==> src/rtl/rv32i_types.sv <==
// Shared types for the memory-side arbitration logic.
// arb_state_t  : arbiter FSM encoding (IDLE, GRANT_I, GRANT_D).
// mem_op_t     : operation latched for the granted transaction.
// arb_pick_d   : tie-break helper used when both caches request in IDLE.
package rv32i_types;

  typedef enum logic [1:0] {
    IDLE    = 2'b00,
    GRANT_I = 2'b01,
    GRANT_D = 2'b10
  } arb_state_t;

  typedef enum logic {
    OP_READ  = 1'b0,
    OP_WRITE = 1'b1
  } mem_op_t;

  // Returns 1 when the D-cache should win the arbitration this cycle.
  // With rr_en clear, D always beats I. With rr_en set, a tie goes to the
  // side that was not granted last (last_was_i = 1 means I was granted last).
  function automatic logic arb_pick_d(input logic i_req,
                                      input logic d_req,
                                      input logic last_was_i,
                                      input logic rr_en);
    logic pick;
    if (!d_req) begin
      pick = 1'b0;
    end else if (!i_req) begin
      pick = 1'b1;
    end else if (rr_en) begin
      pick = last_was_i;
    end else begin
      pick = 1'b1;
    end
    return pick;
  endfunction

endpackage

==> src/rtl/mem_arbiter.sv <==
// Arbiter between the I-cache and D-cache line-fill/writeback ports and a
// single physical memory port. One transaction is in flight at a time; the
// winner's address, operation and write data are captured when the grant
// starts and drive the memory port for the whole grant. Responses are
// returned in the same cycle as mem_resp, and every grant is followed by
// one IDLE cycle.
//
// Build option: define MEM_ARB_ROUND_ROBIN_EN to break simultaneous I/D
// requests in favour of the side not granted last. Without it, D has fixed
// priority over I and no pointer register exists.
module mem_arbiter
  import rv32i_types::*;
#(
  parameter int LINE_W = 256
) (
  input  logic              clk,
  input  logic              rst,

  input  logic              i_read,
  input  logic [31:0]       i_addr,
  output logic [LINE_W-1:0] i_rdata,
  output logic              i_resp,

  input  logic              d_read,
  input  logic              d_write,
  input  logic [31:0]       d_addr,
  input  logic [LINE_W-1:0] d_wdata,
  output logic [LINE_W-1:0] d_rdata,
  output logic              d_resp,

  output logic              mem_read,
  output logic              mem_write,
  output logic [31:0]       mem_addr,
  output logic [LINE_W-1:0] mem_wdata,
  input  logic [LINE_W-1:0] mem_rdata,
  input  logic              mem_resp
);

  arb_state_t        state_r;
  arb_state_t        state_s;

  logic [31:0]       addr_r;
  mem_op_t           op_r;
  logic [LINE_W-1:0] wdata_r;

  logic              d_req_s;
  logic              d_wins_s;
  logic              grant_i_s;
  logic              grant_d_s;
  logic              last_was_i_s;
  logic              i_resp_s;
  logic              d_resp_s;

`ifdef MEM_ARB_ROUND_ROBIN_EN
  localparam logic RR_EN = 1'b1;

  // Pointer: 1 when the most recent grant went to I; reset means "last = D".
  logic last_was_i_r;

  // Track which side was granted most recently for the tie-break.
  always_ff @(posedge clk) begin
    if (rst) begin
      last_was_i_r <= 1'b0;
    end else if (grant_i_s) begin
      last_was_i_r <= 1'b1;
    end else if (grant_d_s) begin
      last_was_i_r <= 1'b0;
    end else begin
      last_was_i_r <= last_was_i_r;
    end
  end

  assign last_was_i_s = last_was_i_r;
`else
  localparam logic RR_EN = 1'b0;

  // Fixed priority: the pointer value is irrelevant and no register is built.
  assign last_was_i_s = 1'b0;
`endif

  // A writeback counts as a D request just like a fill.
  assign d_req_s  = d_read | d_write;
  assign d_wins_s = arb_pick_d(i_read, d_req_s, last_was_i_s, RR_EN);

  // Next-state, grant strobes and response pulses.
  always_comb begin
    state_s   = state_r;
    grant_i_s = 1'b0;
    grant_d_s = 1'b0;
    i_resp_s  = 1'b0;
    d_resp_s  = 1'b0;
    case (state_r)
      IDLE: begin
        // mem_resp is ignored here: nothing is outstanding.
        if (d_wins_s) begin
          state_s   = GRANT_D;
          grant_d_s = 1'b1;
        end else if (i_read) begin
          state_s   = GRANT_I;
          grant_i_s = 1'b1;
        end else begin
          state_s   = IDLE;
        end
      end
      GRANT_I: begin
        // Requester dropping i_read does not abort the grant.
        if (mem_resp) begin
          i_resp_s = 1'b1;
          state_s  = IDLE;
        end else begin
          state_s  = GRANT_I;
        end
      end
      GRANT_D: begin
        if (mem_resp) begin
          d_resp_s = 1'b1;
          state_s  = IDLE;
        end else begin
          state_s  = GRANT_D;
        end
      end
      default: begin
        state_s = IDLE;
      end
    endcase
  end

  // FSM state register; reset drops any in-flight transaction.
  always_ff @(posedge clk) begin
    if (rst) begin
      state_r <= IDLE;
    end else begin
      state_r <= state_s;
    end
  end

  // Capture the winner's request at the start of a grant and hold it.
  always_ff @(posedge clk) begin
    if (rst) begin
      addr_r  <= 32'h0000_0000;
      op_r    <= OP_READ;
      wdata_r <= {LINE_W{1'b0}};
    end else if (grant_d_s) begin
      // Read and write together is treated as a writeback.
      addr_r  <= d_addr;
      op_r    <= d_write ? OP_WRITE : OP_READ;
      wdata_r <= d_wdata;
    end else if (grant_i_s) begin
      addr_r  <= i_addr;
      op_r    <= OP_READ;
      wdata_r <= {LINE_W{1'b0}};
    end else begin
      addr_r  <= addr_r;
      op_r    <= op_r;
      wdata_r <= wdata_r;
    end
  end

  // Memory port is driven purely from the state and captured registers,
  // so it cannot glitch with requester inputs during a grant.
  assign mem_read  = (state_r != IDLE) && (op_r == OP_READ);
  assign mem_write = (state_r != IDLE) && (op_r == OP_WRITE);
  assign mem_addr  = addr_r;
  assign mem_wdata = wdata_r;

  // Read data is a pass-through; it is meaningful only while resp is high.
  assign i_rdata = mem_rdata;
  assign d_rdata = mem_rdata;
  assign i_resp  = i_resp_s;
  assign d_resp  = d_resp_s;

endmodule

==> config.mk <==
export PLATFORM = sky130hd
export DESIGN_NAME = mem_arbiter
export DESIGN_NICKNAME = d
export VERILOG_FILES = /design/src/rtl/rv32i_types.sv /design/src/rtl/mem_arbiter.sv
export SDC_FILE = /design/constraint.sdc
export NUM_CORES = 1
export LEC_CHECK = 0
export ABC_AREA = 1
export CAP_MARGIN = 10
export CORE_AREA = 2 2 541 543
export CTS_BUF_LIST = sky130_fd_sc_hd__clkbuf_2 sky130_fd_sc_hd__clkbuf_4 sky130_fd_sc_hd__clkbuf_8
export DETAILED_ROUTE_END_ITERATION = 12
export DIE_AREA = 0 0 543 545
export DONT_BUFFER_PORTS = 1
export MAX_ROUTING_LAYER = met4
export PLACE_DENSITY_LB_ADDON = 0.1
export SYNTH_ARGS = -nofsm -noshare
export SYNTH_HDL_FRONTEND = slang
export SYNTH_SLANG_ARGS = --single-unit
==> constraint.sdc <==
create_clock -name clk -period 1.9 [get_ports clk]
set_clock_uncertainty 0.15 [all_clocks]
set_input_delay 0.19 -clock clk [delete_from_list [all_inputs] [get_ports clk]]
set_output_delay 0.19 -clock clk [all_outputs]
set_load 0.03 [all_outputs]
# [Yosys cells after proc, flatten, opt, wreduce, memory -nomap -nowiden]
# Cells that the tools add are included.
[word_totals] regBits=291 input_bits=582 elab_cells=34
[classes] eq_ne=2 n_mux=21 bitwise_logic=2 n_reduce_logical=5
[ops] cell="$mux W256" n=2
[ops] cell="$mux W32" n=2
[ops] cell="$mux W1" n=14
[ops] cell="$pmux W2 S3" n=1
[ops] cell="$mux W2" n=2
[ops] cell="$reduce_bool A2 Y1" n=2
[ops] cell="$eq A2 B1 Y1 const B" n=1
[ops] cell="$eq A2 B2 Y1 const B" n=1
[ops] cell="$logic_and A1 B1 Y1" n=2
[ops] cell="$logic_not A2 Y1" n=1
[ops] cell="$not A1 Y1" n=1
[ops] cell="$or A1 B1 Y1" n=1

# [Depth between registers and ports, before layout]
[depth] word_depth=6 mapped_depth=8 depth_no_buf=7

# [Worst setup path before layout]
# Ideal clock, no wire load.
[synth_timing] path_kind="reg2out" from="register state_r[1]" to="output mem_read" arrival_time_ps=1162 t_required_ps=1560 setup_slack_ps=398 stages_incl_launch_ff=5 n_path_buf=2 cell_sequence="dfxtp_1 nor2_2 buf_2 buf_2 nor2_1"
[synth_via] elab_chain_len=2
[synth_rtl] element="start, declared" line="mem_arbiter.sv:39" source="arb_state_t state_r;"
[synth_rtl] element="start signal, assigned" line="mem_arbiter.sv:133" source="state_r <= state_s;"
[synth_rtl] element="$reduce_bool A2 Y1" line="mem_arbiter.sv:161" source="assign mem_read = (state_r != IDLE) && (op_r == OP_READ);"
[synth_rtl] element="$logic_and A1 B1 Y1" line="mem_arbiter.sv:161"
[synth_rtl] element="end, declared" line="mem_arbiter.sv:31" source="output logic mem_read,"
# Every way passes these cells.

# [Worst setup path after layout]
[layout_timing] from="register state_r[1]" to="register op_r"
[layout_via] elab_chain_len=3 word_cells_on_any_way=5 classes_between="mux: 3; reduce/logical: 2"
[layout_rtl] element="$logic_not A2 Y1 *" line="mem_arbiter.sv:92" source="case (state_r)"
[layout_rtl] element="$mux W1" line="mem_arbiter.sv:92"
[layout_rtl] element="$mux W1 / $reduce_bool A2 Y1 (equally long branches)"
[layout_rtl] element="end signal, assigned" line="mem_arbiter.sv:146" source="op_r <= d_write ? OP_WRITE : OP_READ;"
[layout_rtl] element="end signal, assigned" line="mem_arbiter.sv:154" source="op_r <= op_r;"
[layout_rtl] element="end, declared" line="mem_arbiter.sv:43" source="mem_op_t op_r;"
# Every way passes the cells marked *; elsewhere a longest branch is shown, timed or not.
# A chain may end at the register's enable or synchronous reset.

==> summary.txt <==
Seq/Total Area, Yosys: 0.390
Post-Place Worst Slack: 0.107 ns
Post-Syn Nets: 2538
Routability cong.: 0.767
RSZ-0062 raised after global routing: true
Final Hold Fails: 112
Adder-cell share of the synthesized area: 0
Period utilization: 1.04
WP buf/inv: 6
1st-pass router iterations: 5
Die area: 296000 µm²
Vias in the first global route: 14100
Std-Cell Rows: 198
Synth top area cells: dfxtp_1 39%, buf_4 26%, nand3_1 9.7%
Final min period: 1.98 ns
Critical Path Fanout Max: 4
Effective utilization at floorplan: 0.0515
Chip width: 543 µm
Async S/R FF share, synth: 0
Most frequent cell after synthesis: buf_4
I/O pin cnt: 1386
Post-synthesis compound-gate area fraction: 0.0870
Placed cells: 5383
Synth Area per Inst: 7.64 µm²
Final Slew Violations: 0
Max_cap viols: 0
Fillers: 34000
Status: complete, but fails checks
CP startpoint kind: register
Core area: 290000 µm²
CTS Buffer Depth: 3
Setup ws final: -0.0814 ns
CP Cell Sequence: buf_6 -> nor2_4 -> buf_8 -> buf_8 -> buf_4 -> buf_4 -> nand2_1 -> dlygate4sd3_1 -> a21oi_1
Failing checks: negative hold slack, negative setup slack
Area Overhead vs Synth: 64.6%
Gr usage total: 0.0949
Main synth FF type: dfxtp_1
Post-synthesis cell type count: 17
Final non-filler cell total: 6004
Crit Path Category: reg -> reg
Root Buffer: clkbuf_8
Worst-Margin Slew: 1.42 ns
Initial antenna violation count: 51
Port Buf Inserts: 0
Reg clk slew, reported paths: 0.06 ns
Mapped Area: 15000 µm²
Layout cell share with drive strength beyond 1: 0.247
Clk sink count: 291
Pleak: 0.00820 µW
Global-route wire length before repair: 175000 µm
Critical-path top delay cell: dlygate4sd3_1
Yosys top cell area share: 0.390
WP data required: 2.41 ns
FF+latch count, synth: 291
Worst VDD drop: 0.614 mV
Vias per cell: 2.31
Area leader, netlist: dfxtp_1
Pwr Density: 880 nW/µm²
Worst path max stage delay: 0.55 ns
Xor-xnor portion of the synthesized cell area: 0
Worst EP arrival: 2.49 ns
DP HPWL: 120000 µm
Final core utilization: 0.0848
Mux share of post-synthesis cell area: 0
Main combinational cell family by area after synthesis: buffers and inverters
Initial detailed-routing violation count: 631
Clock Latency Late Sink: 0.74 ns
Post-synth EDFFs: 0
Remaining DRCs: 0
Min-delay worst type: in -> reg
Nets: 2607
Synth top cells by count: 519 x buf_4, 353 x nand2_1, 291 x dfxtp_1, 291 x nand3_1, 259 x a21oi_1
CTS tree: yes
Synth Area in Simple Gates: 0.221
Fmax: 505 MHz
Routed WL per cell: 25.0 µm
Gate Count Post-Synth: 1956
Vias: 13900
Syn. warnings: 0
Cell family with most CP delay: buffers and inverters
Setup crit end kind: register
Relative slew slack: 0.0534
H-Tree Depth: 3
Largest net degree at the start of global routing: 261
Setup_tns: -0.412 ns
Detail Route Antenna Nets: 0
Die height: 545 µm
Num CTS Buffers: 76
Final Hold Slack: -0.679 ns
Setup violators final: 19
Total congestion overflow: 0
Routed Wire Length: 150000 µm
cells by family (layout without fill, tap and decap cells):
family,count (synthesis),after routing
compound gates,260,260
buf+inv,656,778
flops,291,291
other cells,0,26
simple gates,749,749
timing repair:
action,CTS,global route
hold endpoints to repair,291,235
pin swaps,2,52
resized for setup,26,221
setup buffers,2,21
hold buffers,330,92
setup endpoints to repair,11,42
gates cloned,0,20
final timing paths:
check | startpoint | endpoint | slack [ns] | cells after the start
hold / removal | rst | mem_wdata[32] | -0.68 | 1
setup reg to reg | state_r[1] | op_r | -0.08 | 9
setup / recovery | state_r[1] | op_r | -0.08 | 9
hold reg to reg | mem_wdata[155] | mem_wdata[155] | 0.33 | 2
flip-flops by register name, summed over array words and instances (netlist names):
register	flops
mem_addr	32
mem_wdata	256
op_r	1
state_r	2
placed cells by master, fill, tap and decap left out, drive strengths merged, types with 2 or more instances in the layout:
| cell | count |
|---|---|
| nand3 | 291 |
| diode | 26 |
| nand3b | 32 |
| dfxtp | 291 |
| inv | 10 |
| nand2 | 356 |
| nor3 | 2 |
| clkbuf | 130 |
| dlygate4sd3 | 420 |
| clkinv | 8 |
| buf | 204 |
| bufinv | 2 |
| clkinvlp | 3 |
| a21oi | 259 |
| nor2 | 67 |
where the power goes:
group / internal (µW) / leakage [µW] / switching, µW
clock: 5000 / 0.000835 / 3970
sequential: 6620 / 0.00240 / 1200
combinational: 2080 / 0.00496 / 2780
cell type report:
cell class	count	area, µm²	share of cell area
clock inverters	15	160	0.00651
multi-input cells	1009	5380	0.219
flip-flops and latches	291	5840	0.237
repair buffers	639	6820	0.277
clock buffers	116	1420	0.0575
inverters	8	45.0	0.00183
well taps	3900	4880	0.198
diodes	26	65.1	0.00264
stage by stage:
step / hold WS, ns / instance area, µm² / total power [µW]
after floorplan: 0.187 / 15000 / 11400
after global placement: 0.135 / 17000 / 11300
after detailed placement: 0.135 / 17000 / 11200
after CTS: -0.821 / 22000 / 21400
after global routing: -0.781 / 24600 / 23000
final: -0.679 / 24600 / 21600
routing by layer:
layer  vias to the layer above  part of all wire  track usage
met5                         -                 0            -
li1                       6077                 -            -
met3                       224              0.20       0.0849
met4                         0             0.024       0.0259
met1                      6258              0.29       0.0754
met2                      1335              0.49        0.159
(Power assumes the default switching activity.)
